==> src/rtl/chg_pkg.sv <==
// Shared definitions for the change dispenser: FSM state encoding,
// denomination values and coin_sel codes, plus a code-to-value lookup.
package chg_pkg;

    typedef enum logic [1:0] {
        ST_IDLE,
        ST_PICK,
        ST_ISSUE,
        ST_FINISH
    } state_t;

    localparam int unsigned NUM_DENOM = 5;

    localparam logic [9:0] VAL_RM1 = 10'd100;
    localparam logic [9:0] VAL_50  = 10'd50;
    localparam logic [9:0] VAL_20  = 10'd20;
    localparam logic [9:0] VAL_10  = 10'd10;
    localparam logic [9:0] VAL_5   = 10'd5;

    localparam logic [2:0] SEL_RM1 = 3'd0;
    localparam logic [2:0] SEL_50  = 3'd1;
    localparam logic [2:0] SEL_20  = 3'd2;
    localparam logic [2:0] SEL_10  = 3'd3;
    localparam logic [2:0] SEL_5   = 3'd4;

    function automatic logic [9:0] denom_value(input logic [2:0] sel);
        logic [9:0] v;
        case (sel)
            SEL_RM1: v = VAL_RM1;
            SEL_50:  v = VAL_50;
            SEL_20:  v = VAL_20;
            SEL_10:  v = VAL_10;
            SEL_5:   v = VAL_5;
            default: v = '0;
        endcase
        return v;
    endfunction

endpackage

==> src/rtl/chg_coin_pick.sv <==
// Combinational selector: largest usable denomination not exceeding the
// remaining amount. Codes are ordered largest value first, so the lowest
// usable code that fits wins.
module chg_coin_pick
    import chg_pkg::*;
(
    input  logic [9:0] remaining_i,
    input  logic [4:0] usable_i,
    output logic       found_o,
    output logic [2:0] sel_o,
    output logic [9:0] val_o
);

    // Priority scan from the largest denomination downwards.
    always_comb begin
        logic hit;
        hit     = 1'b0;
        found_o = 1'b0;
        sel_o   = '0;
        val_o   = '0;
        for (int unsigned i = 0; i < NUM_DENOM; i++) begin
            if (!hit && usable_i[i] && (denom_value(3'(i)) <= remaining_i)) begin
                hit     = 1'b1;
                found_o = 1'b1;
                sel_o   = 3'(i);
                val_o   = denom_value(3'(i));
            end
        end
    end

endmodule

==> src/rtl/change_dispenser.sv <==
// Coin payout controller: converts a change amount into one-coin-at-a-time
// hopper requests, largest denomination first, skipping empty or timed-out
// hoppers and reporting any residue.
// Build option: define CHG_5SEN_EN to include the 5-sen hopper (code 4).
module change_dispenser
    import chg_pkg::*;
#(
    parameter int unsigned TIMEOUT = 200,
    parameter int unsigned TO_W    = 8
) (
    input  logic       clk,
    input  logic       rst,
    input  logic [9:0] change,
    input  logic       refund,
    input  logic       refundall,
    input  logic [4:0] hopper_empty,
    input  logic       coin_ack,
    output logic       coin_req,
    output logic [2:0] coin_sel,
    output logic       busy,
    output logic       done,
    output logic       fault,
    output logic [9:0] residue
);

`ifdef CHG_5SEN_EN
    localparam logic [4:0] DENOM_EN = 5'b11111;
`else
    localparam logic [4:0] DENOM_EN = 5'b01111;
`endif

    state_t          state_q, state_d;
    logic [9:0]      remaining_q, remaining_d;
    logic [4:0]      failed_q, failed_d;
    logic [2:0]      sel_q, sel_d;
    logic [TO_W-1:0] to_cnt_q, to_cnt_d;
    logic            fault_q, fault_d;
    logic [9:0]      residue_q, residue_d;

    logic       load;
    logic [4:0] usable;
    logic       pick_found;
    logic [2:0] pick_sel;
    logic [9:0] pick_val;

    assign load   = refund | refundall;
    assign usable = DENOM_EN & ~hopper_empty & ~failed_q;

    chg_coin_pick u_pick (
        .remaining_i (remaining_q),
        .usable_i    (usable),
        .found_o     (pick_found),
        .sel_o       (pick_sel),
        .val_o       (pick_val)
    );

    assign coin_sel = sel_q;
    assign fault    = fault_q;
    assign residue  = residue_q;

    // State and datapath registers; async reset abandons any payout.
    always_ff @(posedge clk or posedge rst) begin
        if (rst) begin
            state_q     <= ST_IDLE;
            remaining_q <= '0;
            failed_q    <= '0;
            sel_q       <= '0;
            to_cnt_q    <= '0;
            fault_q     <= 1'b0;
            residue_q   <= '0;
        end else begin
            state_q     <= state_d;
            remaining_q <= remaining_d;
            failed_q    <= failed_d;
            sel_q       <= sel_d;
            to_cnt_q    <= to_cnt_d;
            fault_q     <= fault_d;
            residue_q   <= residue_d;
        end
    end

    // Next-state logic and state-decoded outputs (req/busy/done drop with state on reset).
    always_comb begin
        state_d     = state_q;
        remaining_d = remaining_q;
        failed_d    = failed_q;
        sel_d       = sel_q;
        to_cnt_d    = to_cnt_q;
        fault_d     = fault_q;
        residue_d   = residue_q;
        coin_req    = 1'b0;
        busy        = 1'b0;
        done        = 1'b0;
        case (state_q)
            ST_IDLE: begin
                if (load) begin
                    if (change != '0) begin
                        remaining_d = change;
                        failed_d    = '0;
                        fault_d     = 1'b0;
                        residue_d   = '0;
                        state_d     = ST_PICK;
                    end else begin
                        done = 1'b1;
                    end
                end
            end
            ST_PICK: begin
                busy = 1'b1;
                if (remaining_q == '0) begin
                    residue_d = '0;
                    state_d   = ST_FINISH;
                end else if (pick_found) begin
                    sel_d    = pick_sel;
                    to_cnt_d = '0;
                    state_d  = ST_ISSUE;
                end else begin
                    residue_d = remaining_q;
                    fault_d   = 1'b1;
                    state_d   = ST_FINISH;
                end
            end
            ST_ISSUE: begin
                busy     = 1'b1;
                coin_req = 1'b1;
                if (coin_ack) begin
                    remaining_d = remaining_q - denom_value(sel_q);
                    state_d     = ST_PICK;
                end else if (to_cnt_q == TO_W'(TIMEOUT - 1)) begin
                    // Request has been held for TIMEOUT cycles without an ack.
                    failed_d[sel_q] = 1'b1;
                    state_d         = ST_PICK;
                end else begin
                    to_cnt_d = to_cnt_q + 1'b1;
                end
            end
            ST_FINISH: begin
                done    = 1'b1;
                state_d = ST_IDLE;
            end
            default: state_d = ST_IDLE;
        endcase
    end

    // pick_val mirrors denom_value(pick_sel); kept on the picker interface.
    logic unused_pick_val;
    assign unused_pick_val = ^pick_val;

endmodule

==> config.mk <==
export PLATFORM = sky130hd
export DESIGN_NAME = change_dispenser
export DESIGN_NICKNAME = d
export VERILOG_FILES = /design/src/rtl/chg_pkg.sv /design/src/rtl/chg_coin_pick.sv /design/src/rtl/change_dispenser.sv
export SDC_FILE = /design/constraint.sdc
export NUM_CORES = 1
export LEC_CHECK = 0
export CELL_PAD_IN_SITES_DETAIL_PLACEMENT = 2
export CELL_PAD_IN_SITES_GLOBAL_PLACEMENT = 2
export CORE_ASPECT_RATIO = 1.4
export CORE_MARGIN = 2
export CORE_UTILIZATION = 25
export DETAILED_ROUTE_END_ITERATION = 10
export HOLD_SLACK_MARGIN = 0.06
export PLACE_DENSITY = 0.67
export SLEW_MARGIN = 25
export SYNTH_ARGS = -nofsm -noshare
export SYNTH_HDL_FRONTEND = slang
export SYNTH_SLANG_ARGS = --single-unit
==> constraint.sdc <==
create_clock -name clk -period 2.5 [get_ports clk]
set_input_delay 0.375 -clock clk [delete_from_list [all_inputs] [get_ports clk]]
set_output_delay 0.375 -clock clk [all_outputs]
set_load 0.005 [all_outputs]
After elaboration in Yosys (flattened, before gate mapping)
Cells that the tools add are included.
Widths: inputs -> output; s select.
Word-level totals
  bits in registers: 39
  bits in latches: 0
  memory bits (writable): 0
  ROM bits: 0
  input bits: 20
  memories: 0
Cells by class
  $add $sub $neg: 2
  $mul: 0
  divide/modulo/power cells: 0
  order comparisons: 7
  eq/ne operators: 19
  shift operators: 0
  multiplexer cells: 50
  bitwise gates (word level): 6
  reduce and logical (&&, ||, !) cells: 29
Operators by type and width (count)
  $mux 10: 9
  $pmux 10 s2: 2
  $pmux 7 s5: 1
  $mux 8: 4
  $mux 5: 4
  $ne 2x2->1 const B: 9
  $mux 1: 17
  $pmux 8 s2: 1
  $reduce_and 5->1: 3
  $mux 2: 6
  $le 3x10->1 const A: 1
  $le 4x10->1 const A: 1
  $le 5x10->1 const A: 1
  $le 6x10->1 const A: 1
  $le 7x10->1 const A: 1
  $logic_and 1x1->1: 10
  $logic_not 10->1: 1
  $pmux 5 s2: 1
  $reduce_bool 10->1: 1
  $sub 10x10->10: 1
  $add 8x1->8 const B: 1
  $eq 8x8->1 const B: 1
  $pmux 2 s4: 1
  $reduce_and 4->1: 2
  other kinds (23): 33

Logic depth before layout (Yosys ltp)
Gate-level depths: netlist of run 1.
  word-level depth: 23
  depth in mapped cells: 10
  depth with buffers taken out: 10

By module
From an unflattened synthesis of run 1, not the netlist that was laid out.
Unflattened totals
  cell total of the unflattened synthesis: 281
  area, all modules: 2647.5 µm²
By module, submodules not included
  change_dispenser: instances 1, cells each 238, area each 2333.5 µm², sequential area each 950.9 µm²
  chg_coin_pick: instances 1, cells each 43, area each 314.1 µm², sequential area each 0.0 µm²

Worst setup path after synthesis of run 1
Ideal clock, no wire load.
  path kind: reg-to-reg
  from: register sel_q[0], in the netlist coin_sel[0]
  to: register remaining_q[7]
  arrival time: 2030 ps
  setup slack: 349 ps
  stages on the path, launching flop included: 10
  path buffers: 0
  period minus slack after synthesis: 2151 ps
  cells stage by stage: dfrtp_1 > ha_1 > inv_1 > fa_1 > a21o_1 > a21oi_1 > nand2b_1 > o2bb2ai_1 > a31oi_1 > o22a_1
On the way
  word-level cells in the longest chain between the ends: 7
  elaborated cells between the ends (all ways): 11
  those cells by class: add/sub (1); eq/ne (4); mux (5); reduce/logical (1)
Ends and longest elaborated chain
  from (decl): line change_dispenser.sv:35  | logic [2:0] sel_q, sel_d;
  from (signal assigned): line change_dispenser.sv:75  | sel_q <= sel_d;
  $eq 3x3->1 (tied with other cells): line chg_pkg.sv:28  | case (sel)
  $pmux 7 s5 *: line chg_pkg.sv:28
  $mux 10 *: line change_dispenser.sv:126  | if (coin_ack) begin
  $mux 10 *: line change_dispenser.sv:94  | case (state_q)
  $sub 10x10->10 *: line change_dispenser.sv:127  | remaining_d = remaining_q - denom_value(sel_q);
  $mux 10 *: line change_dispenser.sv:126
  $pmux 10 s2 *: line change_dispenser.sv:94
  to (signal assigned): line change_dispenser.sv:73  | remaining_q <= remaining_d;
  to (decl): line change_dispenser.sv:33  | logic [9:0] remaining_q, remaining_d;
Mark *: on every way between the ends. The rest lies on a longest branch, timed or not. The select of a mux whose other input is x is not followed.
A chain may end at the register's enable or synchronous reset.

Worst setup path after layout of run 1
  from: input change[0]
  to: register failed_q[3]
On the way
  word-level cells in the longest chain between the ends: 3
Ends and longest elaborated chain
  from (decl): line change_dispenser.sv:13  | input logic [9:0] change,
  $reduce_bool 10->1: line change_dispenser.sv:97  | if (change != '0) begin
  $ne 2x2->1 (no source line)
  $reduce_and 5->1 (no source line)
  to (signal assigned): line change_dispenser.sv:74  | failed_q <= failed_d;
  to (decl): line change_dispenser.sv:34  | logic [4:0] failed_q, failed_d;
Every way passes these cells.

==> results of run 1 <==
==> cell families after synthesis <==
kind of cell / after synthesis / synth area share, %
AOI/OAI and AO/OA: 75 / 23.07
buffers and inverters: 32 / 5.894
other: 1 / 0.1510
adders and majority gates: 17 / 8.866
xor gates and xnor gates: 3 / 1.058
DFF: 37 / 37.28
and+or+nand+nor: 95 / 19.24
muxes: 11 / 4.433
==> critical path: stages <==
cell	delay [ps]
clkdlybuf4s50_1	520
nor4_1	60
buf_4	130
and3_1	180
buf_4	140
a21oi_2	340
a21boi_1	430
and2_1	260
nor2_1	70
==> timing repair <==
action	in CTS	in global routing
pin swaps	3	0
endpoints found under the setup margin	2	4
gates resized for setup	5	5
buffers inserted	1	0
==> registers in the layout, summed over array words and instances, names as in the netlist <==
register     count
to_cnt_q         8
state_q          2
coin_sel         2
failed_q         4
residue         10
remaining_q     10
fault            1
==> area by class of cell <==
class | instances | area [um^2] | share of cell area (%)
Clock inverter | 1 | 7.507 | 0.2255
Sequential cell | 37 | 927.1 | 27.85
Tap cell | 135 | 168.9 | 5.073
Inverter | 19 | 71.32 | 2.142
Timing Repair Buffer | 62 | 574.3 | 17.25
Clock buffer | 7 | 132.6 | 3.983
Multi-Input combinational cell | 202 | 1448 | 43.48
==> final timing paths <==
path                       slack [ps]                 endpoint
min in group asynchronous         520  to_cnt_q[6]$_DFFE_PP0P_
hold reg to reg                   490   residue[4]$_DFFE_PP0P_
max in group asynchronous        1590  coin_sel[0]$_DFFE_PP0P_
setup / recovery                  160  failed_q[3]$_DFFE_PP0P_
setup reg to reg                  180  failed_q[3]$_DFFE_PP0P_
hold / removal                    490   residue[4]$_DFFE_PP0P_
==> where the power goes <==
part / internal [uW] / switching, uW
registers: 821 / 294
logic: 1300 / 1380
clock network: 371 / 255
total: 2490 / 1930
==> per-stage QoR <==
stage / cells / instance area, um^2 / setup TNS (ps) / util, % / worst slack [ps]
floorplan: 271 / 2484 / 0 / - / 349.2
global placement: 454 / 3146 / -2129 / 32.12 / -326.8
detailed placement: 454 / 3146 / -3644 / 32.12 / -302.2
CTS: 463 / 3311 / 0 / 33.81 / 42.85
global route: 463 / 3329 / 0 / 34.00 / 3.924
finish: 463 / 3329 / 0 / 34.00 / 156.6
==> cell usage after synthesis (4+ instances only) <==
library cell  count
a21oi_1           9
a31oi_1           7
clkbuf_1          6
dfrtp_1          37
ha_1             16
inv_1            19
mux2i_1          11
nand2_1          34
nand3_1           6
nor2_1           23
nor3_1            5
o21a_1            4
o21ai_0          18
==> metal layers <==
layer / part of all wire (%) / routed length (um) / track usage [%] / vias up
met5: 0 / 0 / 0 / -
met4: 2.8 / 221 / 5.966 / 0
met3: 1.8 / 140 / 2.304 / 14
met2: 55 / 4384 / 29.56 / 34
met1: 40 / 3230 / 17.95 / 1123
li1: - / - / - / 1074
==> layout by cell type (no fill, tap or decap), types with 3 or more instances in the layout <==
cell type	instances
clkdlybuf4s50_1	33
nor2_1	23
a211o_1	3
and3_1	3
dfrtp_1	36
o31ai_1	3
nor3_1	5
o21ai_1	4
buf_4	26
o21ai_0	17
a21oi_1	7
clkbuf_16	5
a31oi_1	7
nand3_1	6
xnor2_1	3
o21a_1	4
inv_1	19
nor2b_1	3
nand2_1	34
ha_1	16
mux2i_1	11
==> impl_metrics.tcl, run 1 <==
set metrics [dict create \
    setup_viol 0 \
    ios 37 \
    fmax_mhz 426.7 \
    p_leak_uw 0.001475 \
    reg2reg_from "state_q[0]$_DFFE_PP0P_" \
    antenna_found_initial 0 \
    gp_congestion 0.7717 \
    numCtsBuffers 5 \
    finalMaxSlewViolations 0 \
    nets 364 \
    die_w_um 88.24 \
    maxCapViolCount 0 \
    ys_types 60 \
    cp-start-kind "input port" \
    wirelength_mm 7.976 \
    yosysSeqAreaShare_pct 37.28 \
    vias 2245 \
    rsz0062_at_grt "false" \
    worst_slew_pin_slew_ps 525.4 \
    fill_cells 1122 \
    r2r_cells 9 \
    power.density_nw_per_um2 1330 \
    cp.required_ps 2670 \
    slew_headroom_pct 64.97 \
    synth_top_cell_by_area "dfrtp_1" \
    irDropWorstVdd_mv 0.3200 \
    synth-seq-cells 37 \
    antenna_cells 0 \
    cts_tree "done" \
    grt_pass1_vias 2491 \
    grt_overflow 0 \
    synthesis.nets 308 \
    finalHoldViolCount 0 \
    grtUsageTotal_pct 15.93 \
    power_uw 4427 \
    ant_nets 0 \
    async_reset_ff_share_pct 100.0 \
    crit_fanout 9 \
    drt_iter0_markers 77 \
    fin_crit_ps 2343 \
    synth_top_area_share_pct 37.28 \
    first_pass_iters 4 \
    fin_worst_skew_ps 9.183 \
    wl_per_cell_um 17.23 \
    hold_depth 1 \
    grt_pass1_wl_mm 13.00 \
    chipHeight_um 121.9 \
    clkTransAtPathRegs_ps 60 \
    hp-class "reg -> reg" \
    status "completed" \
    fp.coreArea_um2 9792 \
    ys.flop_type "dfrtp_1" \
    root_buffer "clkbuf_16" \
    crit_type "in -> reg" \
    period_share_pct 93.73 \
    hold_buffers 0 \
    holdCritStartpoint "residue[4]$_DFFE_PP0P_" \
    drcViolationCount 0 \
    syn_area_per_cell_um2 9.165 \
    cp-startpoint "change[0]" \
    rows 43 \
    grt_max_degree 38 \
    drive_gt1_share_pct 15.85 \
    synth_edf_count 0 \
    timing.hold.ws_ps 492.1 \
    area_growth_pct 34.06 \
    ys_top_cells_by_area "dfrtp_1 37%, ha_1 8.1%, nand2_1 5.1%" \
    initial_utilization_pct 25.36 \
    portBuffers 34 \
    h-tree-depth 2 \
    clockBufferDepth 2 \
    critPathArrivalTime_ps 2520 \
    critPathCaptureType "flop" \
    netlist_area_um2 2484 \
    cts.sinks 37 \
    netlist_instances 271 \
    worst_skew_pair.late_latency_ps 290 \
    dieArea_um2 10760 \
    dp_hpwl_mm 6.250 \
    ys.warnings.count 0 \
    via_per_inst 4.849 \
]
No activity file was read; power rests on OpenSTA's default activity.
==> run 2: changes to the inputs <==
--- a/config.mk
+++ b/config.mk
@@ -11,8 +11,10 @@
 export CORE_MARGIN = 2
 export CORE_UTILIZATION = 25
 export DETAILED_ROUTE_END_ITERATION = 10
+export GPL_TIMING_DRIVEN = 0
 export HOLD_SLACK_MARGIN = 0.06
 export PLACE_DENSITY = 0.67
+export REMOVE_ABC_BUFFERS = 1
 export SLEW_MARGIN = 25
 export SYNTH_ARGS = -nofsm -noshare
 export SYNTH_HDL_FRONTEND = slang
==> constraint.sdc (replaced) <==
create_clock -name clk -period 2.5 [get_ports clk]
set_input_delay 0.5 -clock clk [delete_from_list [all_inputs] [get_ports clk]]
set_output_delay 0.5 -clock clk [all_outputs]
set_load 0.005 [all_outputs]
==> impl_metrics.tcl, run 2 (synthesized netlist as in run 1, its figures left out) <==
set metrics [dict create \
    layoutNonFillerInstCount 445 \
    hold_buffers 0 \
    wl_per_cell_um 16.85 \
    finalMaxSlewViolations 0 \
    grt_overflow 0 \
    grt_pass1_wl_mm 12.23 \
    sequentialPowerShare_pct 27.4 \
    fin_setup_tns_ps 0 \
    combPwrFrac_pct 58.3 \
    fmax_mhz 417.2 \
    p_leak_uw 0.001413 \
    power.density_nw_per_um2 1288 \
    clkTransAtPathRegs_ps 50 \
    ios 37 \
    reg2reg_from "remaining_q[8]$_DFFE_PP0P_" \
    nets 348 \
    drcViolationCount 0 \
    worst-path-stages 6 \
    fin_crit_ps 2397 \
    antenna_cells 0 \
    cpPeakStageDelay_ps 440 \
    rsz0062_at_grt "false" \
    post_dp_cell_area_um2 2938 \
    drt_iter0_markers 74 \
    cp_top_family "buffers and inverters" \
    final_cell_area_um2 3259 \
    cp-start-kind "input port" \
    dieArea_um2 10760 \
    via_per_inst 4.939 \
    cp.required_ps 2000 \
    drive_gt1_share_pct 16.77 \
    p_int_uw 2344 \
    wirelength_mm 7.499 \
    final_cell_mix "33 x nand2_1, 32 x dfrtp_1, 26 x clkdlybuf4s50_1" \
    worst_slew_pin_slew_ps 578.5 \
    cts.sinks 37 \
    numCtsBuffers 5 \
    critPathSlowestCell "clkdlybuf4s50_1" \
    antenna_found_initial 0 \
    ant_nets 0 \
    reg2reg_slack_ps 150 \
    dp_slack_ps -925.0 \
    crit_buf_inv 2 \
    irDropWorstVdd_mv 0.2858 \
    hp-class "reg -> reg" \
    initial_utilization_pct 25.36 \
    chipHeight_um 121.9 \
    power_frac_clock_pct 14.3 \
    grt_pass1_vias 2392 \
    grt_max_degree 24 \
    crit_type "in -> out" \
    clockBufferDepth 2 \
    layout_commonest_cell "nand2_1" \
    swShare_pct 44.16 \
    h-tree-depth 2 \
    fp.coreArea_um2 9792 \
    vias 2198 \
    worstSetupEndpoint "done" \
    crit_fanout 2 \
    grtUsageTotal_pct 14.68 \
    slew_headroom_pct 61.44 \
    critPathArrivalTime_ps 1900 \
    status "completed" \
    place_inst 428 \
    first_pass_iters 4 \
    maxCapViolCount 0 \
    switchingPower_uw 1854 \
    area_growth_pct 31.23 \
    timing.final.ws_setup_ps 103.1 \
    rr_endpoint "to_cnt_q[6]$_DFFE_PP0P_" \
    die_w_um 88.24 \
    worst_skew_pair.late_latency_ps 280 \
    r2r_cells 7 \
    fin_worst_skew_ps 5.571 \
    crit_chain "clkdlybuf4s50_1 -> nor3_2 -> and3_4 -> o21ai_1 -> a21oi_1 -> dlygate4sd2_1" \
    rows 43 \
    root_buffer "clkbuf_16" \
    critPathCaptureType "output port" \
    cts_tree "done" \
    cp-startpoint "change[6]" \
    gp_congestion 0.7683 \
    dp_hpwl_mm 5.635 \
    setup_viol 0 \
    portBuffers 34 \
    finalHoldViolCount 0 \
    period_share_pct 95.88 \
]
[run 2: cell count changes in the layout (fill, tap and decap cells not counted), sizes merged]
cell / previous run / this run
buf: 28 / 12
clkdlybuf4s50: 33 / 26
dlygate4sd2: 1 / 5
dlymetal6s2s: 0 / 3
clkbuf: 7 / 5
clkinv: 0 / 1
inv: 19 / 18
[run 2: layout make-up]
class / count / area, um^2
repair buffers: 46 / 447.9
fillers: 1123 / 6533
flip-flops and latches: 37 / 932.1
clock inverters: 1 / 5.005
clock buffers: 5 / 125.1
inverters: 19 / 80.08
well taps: 135 / 168.9
multi-input cells: 202 / 1500
[run 2: what timing repair did]
item / CTS / global route
endpoints found under the setup margin: 36 / 23
pin swaps: 5 / 7
endpoints found under the hold margin: 0 / 0
buffers inserted: 4 / 7
resized for setup: 20 / 16
cloned: 0 / 0
[run 2: how the worst min path moves through the flow]
| stage | slack [ps] | from | endpoint | cells past startpoint |
|---|---|---|---|---|
| 6_report | 470 | residue[0]$_DFFE_PP0P_ | residue[0]$_DFFE_PP0P_ | 1 |
| 3_5_place_dp | 470 | residue[0]$_DFFE_PP0P_ | residue[0]$_DFFE_PP0P_ | 1 |
| 3_3_place_gp | 460 | residue[0]$_DFFE_PP0P_ | residue[0]$_DFFE_PP0P_ | 1 |
| 4_1_cts | 480 | residue[0]$_DFFE_PP0P_ | residue[0]$_DFFE_PP0P_ | 1 |
| 5_1_grt | 510 | residue[4]$_DFFE_PP0P_ | residue[4]$_DFFE_PP0P_ | 1 |
| 2_1_floorplan | 440 | to_cnt_q[7]$_DFFE_PP0P_ | to_cnt_q[7]$_DFFE_PP0P_ | 1 |
[run 2: metrics by stage]
stage	util [%]	hold slack, ps	total power [uW]
floorplan	-	438.0	2604
detailed placement	30.00	467.7	3388
global placement	29.80	462.4	3306
global route	33.29	507.6	4594
CTS	32.24	480.1	4124
finish	33.29	471.1	4197
[run 2: power by group through the flow]
stage	logic (uW)	clock network (uW)	registers, uW
3_3_place_gp	2170	0	1140
3_5_place_dp	2230	0	1150
6_report	2450	601	1150
5_1_grt	2760	645	1190
2_1_floorplan	1550	0	1050
4_1_cts	2350	622	1150
[run 2: per-layer routing]
layer,vias to the layer above,GRT usage [%],share of wire (%),wire [um]
li1,1043,-,-,-
met1,1104,17.36,43,3209
met2,40,26.93,54,4021
met3,11,1.965,1.8,133
met4,0,4.545,1.8,134
met5,-,0,0,0
